File: config.mk
export PLATFORM = sky130hd
export DESIGN_NAME = tx_ds_arbiter
export DESIGN_NICKNAME = d
export VERILOG_FILES = /design/src/rtl/tx_ds_arbiter.sv
export SDC_FILE = /design/constraint.sdc
export NUM_CORES = 1
export LEC_CHECK = 0
export CAP_MARGIN = 20
export CELL_PAD_IN_SITES_DETAIL_PLACEMENT = 1
export CELL_PAD_IN_SITES_GLOBAL_PLACEMENT = 1
export CORE_MARGIN = 10
export CORE_UTILIZATION = 37
export CTS_CLUSTER_DIAMETER = 150
export DETAILED_ROUTE_END_ITERATION = 6
export GPL_TIMING_DRIVEN = 0
export PLACE_DENSITY = 0.75
export SLEW_MARGIN = 30
export SYNTH_ARGS = -nofsm -noshare
export SYNTH_HDL_FRONTEND = slang
export SYNTH_SLANG_ARGS = --single-unit
File: constraint.sdc
create_clock -name txClk -period 3.55 [get_ports txClk]
set_clock_uncertainty 0.15 [all_clocks]
set_input_delay 0.71 -clock txClk [delete_from_list [all_inputs] [get_ports txClk]]
set_output_delay 0.71 -clock txClk [all_outputs]
set_load 0.005 [all_outputs]
File: src/rtl/tx_ds_arbiter.sv
// -----------------------------------------------------------------------------
// tx_ds_arbiter
//
// Chooses the next 9-bit link character for the DS encoder. Requesters are
// served in priority order: time-code, FCT (space available), data, NULL.
// A time-code goes out as ESC followed by {0,time}. A NULL goes out as ESC
// followed by FCT. The second character of each pair always follows its ESC,
// and no other request is served in between.
//
// The block also keeps the transmit credit. Each data character sent uses one
// credit. Each FCT received from the far end adds CREDIT_PER_FCT credits. An
// add that would go above CREDIT_MAX is dropped and creditError_o pulses.
//
// Ports
//   txClk            transmit clock; all logic runs on the rising edge
//   txReset_n        asynchronous, active-low reset
//   ready_i          encoder can take a character this cycle
//   reqTimecode_i    time-code request (level); timecode_i is sampled with ESC
//   reqSpaceAvail_i  FCT request (level)
//   reqData_i        data request (level); the character is on dat_i
//   reqIdle_i        NULL request (level)
//   fctRcvd_i        one-cycle pulse: an FCT arrived from the far end
//   ack*_o           one-cycle pulse: the matching request was consumed
//   valid_o, dat_o   one-cycle pulse with a new character; dat_o holds between
//   credit_o         current transmit credit
//   creditError_o    one-cycle pulse: a credit add was dropped (overflow)
// -----------------------------------------------------------------------------
module tx_ds_arbiter #(
  parameter int unsigned CREDIT_W       = 6,
  parameter int unsigned CREDIT_PER_FCT = 8,
  parameter int unsigned CREDIT_MAX     = 56
) (
  input  logic                txClk,
  input  logic                txReset_n,
  input  logic                ready_i,
  input  logic                reqTimecode_i,
  input  logic [7:0]          timecode_i,
  input  logic                reqSpaceAvail_i,
  input  logic                reqData_i,
  input  logic [8:0]          dat_i,
  input  logic                reqIdle_i,
  input  logic                fctRcvd_i,
  output logic                ackTimecode_o,
  output logic                ackSpaceAvail_o,
  output logic                ackData_o,
  output logic                ackIdle_o,
  output logic                valid_o,
  output logic [8:0]          dat_o,
  output logic [CREDIT_W-1:0] credit_o,
  output logic                creditError_o
);

  localparam logic [8:0] CHAR_FCT = 9'h100;
  localparam logic [8:0] CHAR_ESC = 9'h103;

  // Credit arithmetic uses one extra bit so an overflow can be seen before
  // the result is truncated.
  localparam logic [CREDIT_W:0] CREDIT_ADD = (CREDIT_W+1)'(CREDIT_PER_FCT);
  localparam logic [CREDIT_W:0] CREDIT_LIM = (CREDIT_W+1)'(CREDIT_MAX);

  typedef enum logic [1:0] {
    IDLE  = 2'd0,
    TC2   = 2'd1,   // time-code second half is pending
    NULL2 = 2'd2    // FCT half of a NULL is pending
  } arbState_t;

  arbState_t           state, stateNext;
  logic [7:0]          tcLatched, tcLatchedNext;
  logic                validNext;
  logic [8:0]          datNext;
  logic                ackTimecodeNext, ackSpaceAvailNext, ackDataNext, ackIdleNext;
  logic [CREDIT_W-1:0] creditNext;
  logic                creditErrorNext;

  logic                issue;
  logic                datOk;
  logic                creditDec;
  logic [CREDIT_W:0]   creditSum;

  // A character may go out only when the encoder is ready and no character
  // went out last cycle. This gives at least one gap between characters.
  assign issue = ready_i && !valid_o;

  // N-chars are always legal. Of the control codes, only EOP (01) and EEP (10)
  // may come from the data path. FCT/ESC codes there are dropped.
  assign datOk = !dat_i[8] || (dat_i[1:0] == 2'b01) || (dat_i[1:0] == 2'b10);

  always_comb begin
    stateNext         = state;
    tcLatchedNext     = tcLatched;
    validNext         = 1'b0;
    datNext           = dat_o;
    ackTimecodeNext   = 1'b0;
    ackSpaceAvailNext = 1'b0;
    ackDataNext       = 1'b0;
    ackIdleNext       = 1'b0;
    creditDec         = 1'b0;

    if (issue) begin
      unique case (state)
        IDLE: begin
          if (reqTimecode_i) begin
            validNext       = 1'b1;
            datNext         = CHAR_ESC;
            ackTimecodeNext = 1'b1;
            tcLatchedNext   = timecode_i;
            stateNext       = TC2;
          end else if (reqSpaceAvail_i) begin
            validNext         = 1'b1;
            datNext           = CHAR_FCT;
            ackSpaceAvailNext = 1'b1;
          end else if (reqData_i && datOk && (credit_o != '0)) begin
            validNext   = 1'b1;
            datNext     = dat_i;
            ackDataNext = 1'b1;
            creditDec   = 1'b1;
          end else if (reqData_i && !datOk) begin
            // Drop the illegal character. It is not an issue, so nothing is
            // sent this cycle.
            ackDataNext = 1'b1;
          end else if (reqIdle_i) begin
            validNext   = 1'b1;
            datNext     = CHAR_ESC;
            ackIdleNext = 1'b1;
            stateNext   = NULL2;
          end
        end
        TC2: begin
          validNext = 1'b1;
          datNext   = {1'b0, tcLatched};
          stateNext = IDLE;
        end
        NULL2: begin
          validNext = 1'b1;
          datNext   = CHAR_FCT;
          stateNext = IDLE;
        end
        default: stateNext = IDLE;
      endcase
    end
  end

  // A decrement and an FCT increment in the same cycle are netted. On
  // overflow the increment is dropped, but the decrement still applies
  // because that data character was really sent.
  always_comb begin
    creditSum       = {1'b0, credit_o} - {{CREDIT_W{1'b0}}, creditDec}
                      + (fctRcvd_i ? CREDIT_ADD : '0);
    creditErrorNext = 1'b0;
    creditNext      = creditSum[CREDIT_W-1:0];
    if (creditSum > CREDIT_LIM) begin
      creditErrorNext = 1'b1;
      creditNext      = credit_o - {{(CREDIT_W-1){1'b0}}, creditDec};
    end
  end

  always_ff @(posedge txClk or negedge txReset_n) begin
    if (!txReset_n) begin
      state           <= IDLE;
      tcLatched       <= '0;
      valid_o         <= 1'b0;
      dat_o           <= '0;
      ackTimecode_o   <= 1'b0;
      ackSpaceAvail_o <= 1'b0;
      ackData_o       <= 1'b0;
      ackIdle_o       <= 1'b0;
      credit_o        <= '0;
      creditError_o   <= 1'b0;
    end else begin
      state           <= stateNext;
      tcLatched       <= tcLatchedNext;
      valid_o         <= validNext;
      dat_o           <= datNext;
      ackTimecode_o   <= ackTimecodeNext;
      ackSpaceAvail_o <= ackSpaceAvailNext;
      ackData_o       <= ackDataNext;
      ackIdle_o       <= ackIdleNext;
      credit_o        <= creditNext;
      creditError_o   <= creditErrorNext;
    end
  end

endmodule
Word-level counts from Yosys, hierarchy flattened
Cells that the tools add are included.
Operators by class
  $add $sub $neg: 3
  $mul: 0
  reductions and logical operators: 16
  magnitude comparators: 1
  divide/modulo/power cells: 0
  eq/ne operators: 10
  shift-type cells: 0
  mux-type cells: 45
  bitwise operators: 0
Operator list (number)
  $mux 9: 5
  $mux 1: 30
  $pmux 9 s3: 1
  $mux 2: 6
  $ne 3x3->1 const B: 4
  $ne 5x5->1 const B: 2
  $add 7x4->7: 1
  $gt 7x6->1 const B: 1
  $sub 6x1->7: 1
  $mux 6: 1
  $reduce_bool 6->1: 1
  $sub 6x1->6: 1
  $reduce_and 5->1: 1
  $eq 2x1->1 const B: 2
  $eq 2x2->1 const B: 2
  $logic_and 1x1->1: 4
  $mux 4: 1
  $reduce_and 4->1: 1
  $logic_not 1->1: 3
  $reduce_and 3->1: 1
  $reduce_bool 3->1: 1
  $logic_not 2->1: 1
  $logic_or 1x1->1: 2
  $pmux 1 s2: 1
  $reduce_or 2->1: 1
Word-level totals
  memories: 0
  RAM bits: 0
  memory bits (read-only): 0
  flip-flop bits (word level): 31
  input port bits: 25
  logic and storage cells: 85
  output and inout port bits: 21
  bits in latches: 0

Longest topological paths before layout
  depth after elaboration: 14
  mapped depth: 14
  mapped depth without buffers: 14

Worst setup path after synthesis
No wires, ideal clock.
  path kind: input port to flip-flop
  start: input port ready_i
  end: register credit_o[2]
  required time: 3.275 ns
  setup slack: 0.055 ns
  arrival: 3.220 ns
  path buffers: 1
  stages on the path: 13
  library setup time: 0.125 ns
  cell sequence: nor2b_1 clkbuf_1 nand3_1 nor3_1 ha_1 inv_1 ha_1 fa_1 a21o_1 a21oi_1 xor2_1 a31oi_2 mux2_2
Between the ends
  longest elaborated chain between the ends: 6
  elaborated cells on any way between the ends: 7
  classes of those cells: 3 x add/sub; 1 x order compare; 2 x mux; 1 x reduce/logical
RTL lines
  from (decl): line 35  | input logic ready_i,
  $logic_and 1x1->1 *: line 82  | assign issue = ready_i && !valid_o;
  $mux 1 *: line 99  | if (issue) begin
  $sub 6x1->7: line 147  | creditSum = {1'b0, credit_o} - {{CREDIT_W{1'b0}}, creditDec}
  $add 7x4->7: line 148  | + (fctRcvd_i ? CREDIT_ADD : '0);
  $gt 7x6->1: line 151  | if (creditSum > CREDIT_LIM) begin
  $mux 6 *: line 151
  net creditNext[2]: line 72  | logic [CREDIT_W-1:0] creditNext;
  to (signal assigned): line 178  | credit_o <= creditNext;
  to (decl): line 49  | output logic [CREDIT_W-1:0] credit_o,
The timed path passes the listed nets; every way through them passes the cells marked *.
A chain may end at the register's enable or synchronous reset.

Worst setup path in the final report
  start: input port dat_i[8]
  end: register credit_o[4]
Between the ends
  longest elaborated chain between the ends: 14
  elaborated cells on any way between the ends: 15
  classes of those cells: 3 x add/sub; 1 x order compare; 6 x mux; 5 x reduce/logical
RTL lines
  from (decl): line 40  | input logic [8:0] dat_i,
  $logic_not 1->1 *: line 86  | assign datOk = !dat_i[8] || (dat_i[1:0] == 2'b01) || (dat_i[1:0] == 2'b10);
  $logic_or 1x1->1 * (2 in series): line 86
  $logic_and 1x1->1 * (2 in series): line 112  | end else if (reqData_i && datOk && (credit_o != '0)) begin
  $mux 1 *: line 112
  $mux 1 *: line 108  | end else if (reqSpaceAvail_i) begin
  $mux 1 *: line 102  | if (reqTimecode_i) begin
  $mux 1 *: line 100  | unique case (state)
  $mux 1 *: line 99
  $sub 6x1->7: line 147
  $add 7x4->7: line 148
  $gt 7x6->1: line 151
  $mux 6 *: line 151
  net creditNext[4]: line 72
Marks and branches as above.

==> run_results.csv <==
group,metric,value,unit
floorplanning,ios,46,
floorplanning,start_util,0.383,
route,wl_met3,146,um
grt,antenna_found_initial,0,
grt,grt_util_all_layers,0.124,
clocking,clockBufferDepth,2,
logic_synthesis,synth.distinct_cells,42,
pwr,vdd_drop_max,634,uV
critical_path,cp_data_arrival_time,3.44,ns
grt,grt_max_degree,23,
critical_path,worst_r2r_path_depth,14,
logic_synthesis,yosysMostFrequentCell,"dfrtp_1",
outcome,outcome,"finished clean",
placed_design,io_buffers,45,
critical_path,cp.required,3.56,ns
logic_synthesis,ys_top_cells_by_area,"dfrtp_1 43%, ha_1 10%, mux2_2 6.8%",
logic_synthesis,synth_edf_count,0,
logic_synthesis,syn_nets,220,
timing,tightest_slew,0.474,ns
clocking,root_buffer,"clkbuf_8",
logic_synthesis,syn-instance-count,179,
logic_synthesis,synth-seq-cells,31,
min_path,hold_class,"input port to async pin",
clocking,cts_inserted_buffers,5,
cells_and_area,multi_input_area,1020,um^2
placed_design,place_hpwl,3760,um
clocking,clk_latency,0.28,ns
critical_path,crit_fanout,6,
logic_synthesis,netlist_area,1810,um^2
route,drtIter0Drc,30,
logic_synthesis,yosysTopAreaCellShare,0.429,
floorplanning,rows,25,
cells_and_area,nFillCells,532,
placed_design,placed_area,2370,um^2
cells_and_area,drive_above_1_share,0.188,
critical_path,cp-start-kind,"input port",
logic_synthesis,async_flop_share,1.00,
logic_synthesis,postSynthAreaPerCell,10.1,um^2
critical_path,crit_path_end_kind,"flop",
logic_synthesis,ys_warn_count,0,
pwr,power,2390,uW
pwr,power_leakage,0.00123,uW
route,wl,4940,um
route,wl_met1,2030,um
logic_synthesis,yosysSeqAreaShare,0.429,
grt,grt_pass1_vias,1626,
cells_and_area,postLayoutCellArea,2620,um^2
floorplanning,dieArea,8090,um^2
timing,slew_violations,0,
pwr,powerDensity,910,nW/um^2
route,via_count,1466,
critical_path,worstSetupPathType,"input port to flop",
timing,min_period,3.43,ns
grt,grt_pass1_wl,8160,um
placed_design,placed_cells,292,
clocking,clock-sinks,31,
floorplanning,coreArea,4720,um^2
floorplanning,die_h,89.9,um
clocking,cts_tree,"yes",
timing,max_freq,0.291,GHz
placed_design,routabilityCongestion,0.756,
job,drv_cap,0,
route,drc_errors,0,
timing,finalHoldViolCount,0,
cells_and_area,layout.nets,280,
timing,max-slew-margin-rel,0.682,
route,ant_nets,0,
timing,setup_viol,0,
cells_and_area,synthToLayoutAreaGrowth,44.8,%
route,post_drt_wl_per_cell,16.1,um
route,drtPass1Iterations,4,
timing,setup-tns-final,0,ns
route,wl_met2,2680,um
cells_and_area,stdcell_count,306,
route,top_layer_used,"met4",
cells_and_area,seq_area,776,um^2
timing,min_period_over_period,0.966,
clocking,postCtsHoldBufs,0,
logic_synthesis,yosysTopAreaCell,"dfrtp_1",
cells_and_area,diodes,0,
logic_synthesis,synthFlopType,"dfrtp_1",
grt,grt_overflow_total,0,
clocking,htree_levels,2,
route,viasPerCell,4.79,
clocking,clkTransAtPathRegs,0.07,ns
floorplanning,fp.dieW,89.9,um
logic_synthesis,synth_commonest_cells,"31 x dfrtp_1, 30 x nand2_1, 21 x inv_1",
-- flip-flops by register name (all words and copies together), names as in the netlist, 2 cells and up --
name	flops
dat_o	9
tcLatched	8
credit_o	6
state	2
-- cell type report --
cell class,instances,area share
buffer,4,0.0119
multi-input combinational,122,0.390
tap,67,0.0320
clock buffer,6,0.0277
sequential,31,0.296
clock inverter,1,0.0115
timing repair buffer,53,0.200
inverter,22,0.0315
-- per-layer routing --
metal  up-vias  track usage
met5         -            0
met1       713        0.131
met4         0       0.0517
met2        23        0.230
met3         5       0.0274
li1        725            -
-- timing repair --
action / CTS / global route
setup buffers: 4 / 3
pin swaps: 6 / 7
setup endpoints to repair: 5 / 5
resized for setup: 17 / 15
-- power breakdown --
part / internal, uW / total, uW / switching (uW)
logic: 783 / 1440 / 659
registers: 502 / 609 / 107
clock network: 206 / 334 / 129
total: 1490 / 2390 / 895
-- worst paths after layout --
path | start | end | slack [ns]
setup / recovery | dat_i[8] | credit_o[4] | 0.12
hold / removal | txReset_n | dat_o[7] | 0.15
setup reg to reg | state[0] | credit_o[4] | 0.19
hold reg to reg | tcLatched[1] | tcLatched[1] | 0.33
max in group asynchronous | txReset_n | state[0] | 2.69
min in group txClk | tcLatched[1] | tcLatched[1] | 0.33
-- cell usage in the layout (no fill, tap or decap), types with 3 or more instances in the layout --
| cell | n |
|---|---|
| nand2_1 | 30 |
| nor2_1 | 5 |
| inv_1 | 20 |
| buf_4 | 7 |
| a22o_1 | 6 |
| xnor2_1 | 6 |
| mux2_2 | 8 |
| nor2b_1 | 3 |
| clkbuf_8 | 5 |
| mux2_4 | 3 |
| dfrtp_1 | 31 |
| o21ai_0 | 3 |
| ha_1 | 13 |
| nor3_1 | 5 |
| clkdlybuf4s50_1 | 39 |
| dlygate4sd2_1 | 4 |
-- kinds of logic after synthesis --
kind of cell | Yosys count | share of synthesized area
AO/OA/AOI/OAI | 30 | 0.146
XOR/XNOR | 8 | 0.0387
adder cells (fa/ha/maj) | 16 | 0.115
buffers and inverters | 26 | 0.0553
flip-flops | 31 | 0.429
multiplexers | 13 | 0.0795
AND/OR/NAND/NOR | 55 | 0.137
-- critical path, stage by stage --
cell,delay [ns]
clkdlybuf4s50_1,0.42
and2_1,0.16
buf_6,0.14
nor3_4,0.16
ha_2,0.22
inv_2,0.05
ha_4,0.15
fa_2,0.35
a21o_1,0.20
a21oi_2,0.17
xor2_2,0.11
a31oi_4,0.27
mux2_4,0.33
-- stage by stage --
stage	hold WS, ns	util	setup WS (ns)
floorplan	0.264	-	0.0550
global placement	0.310	0.496	-0.767
detailed placement	0.318	0.501	-0.826
CTS	0.161	0.539	0.00705
global route	0.158	0.555	-0.00895
finish	0.152	0.555	0.119
Power figures use the tool's default switching activity.
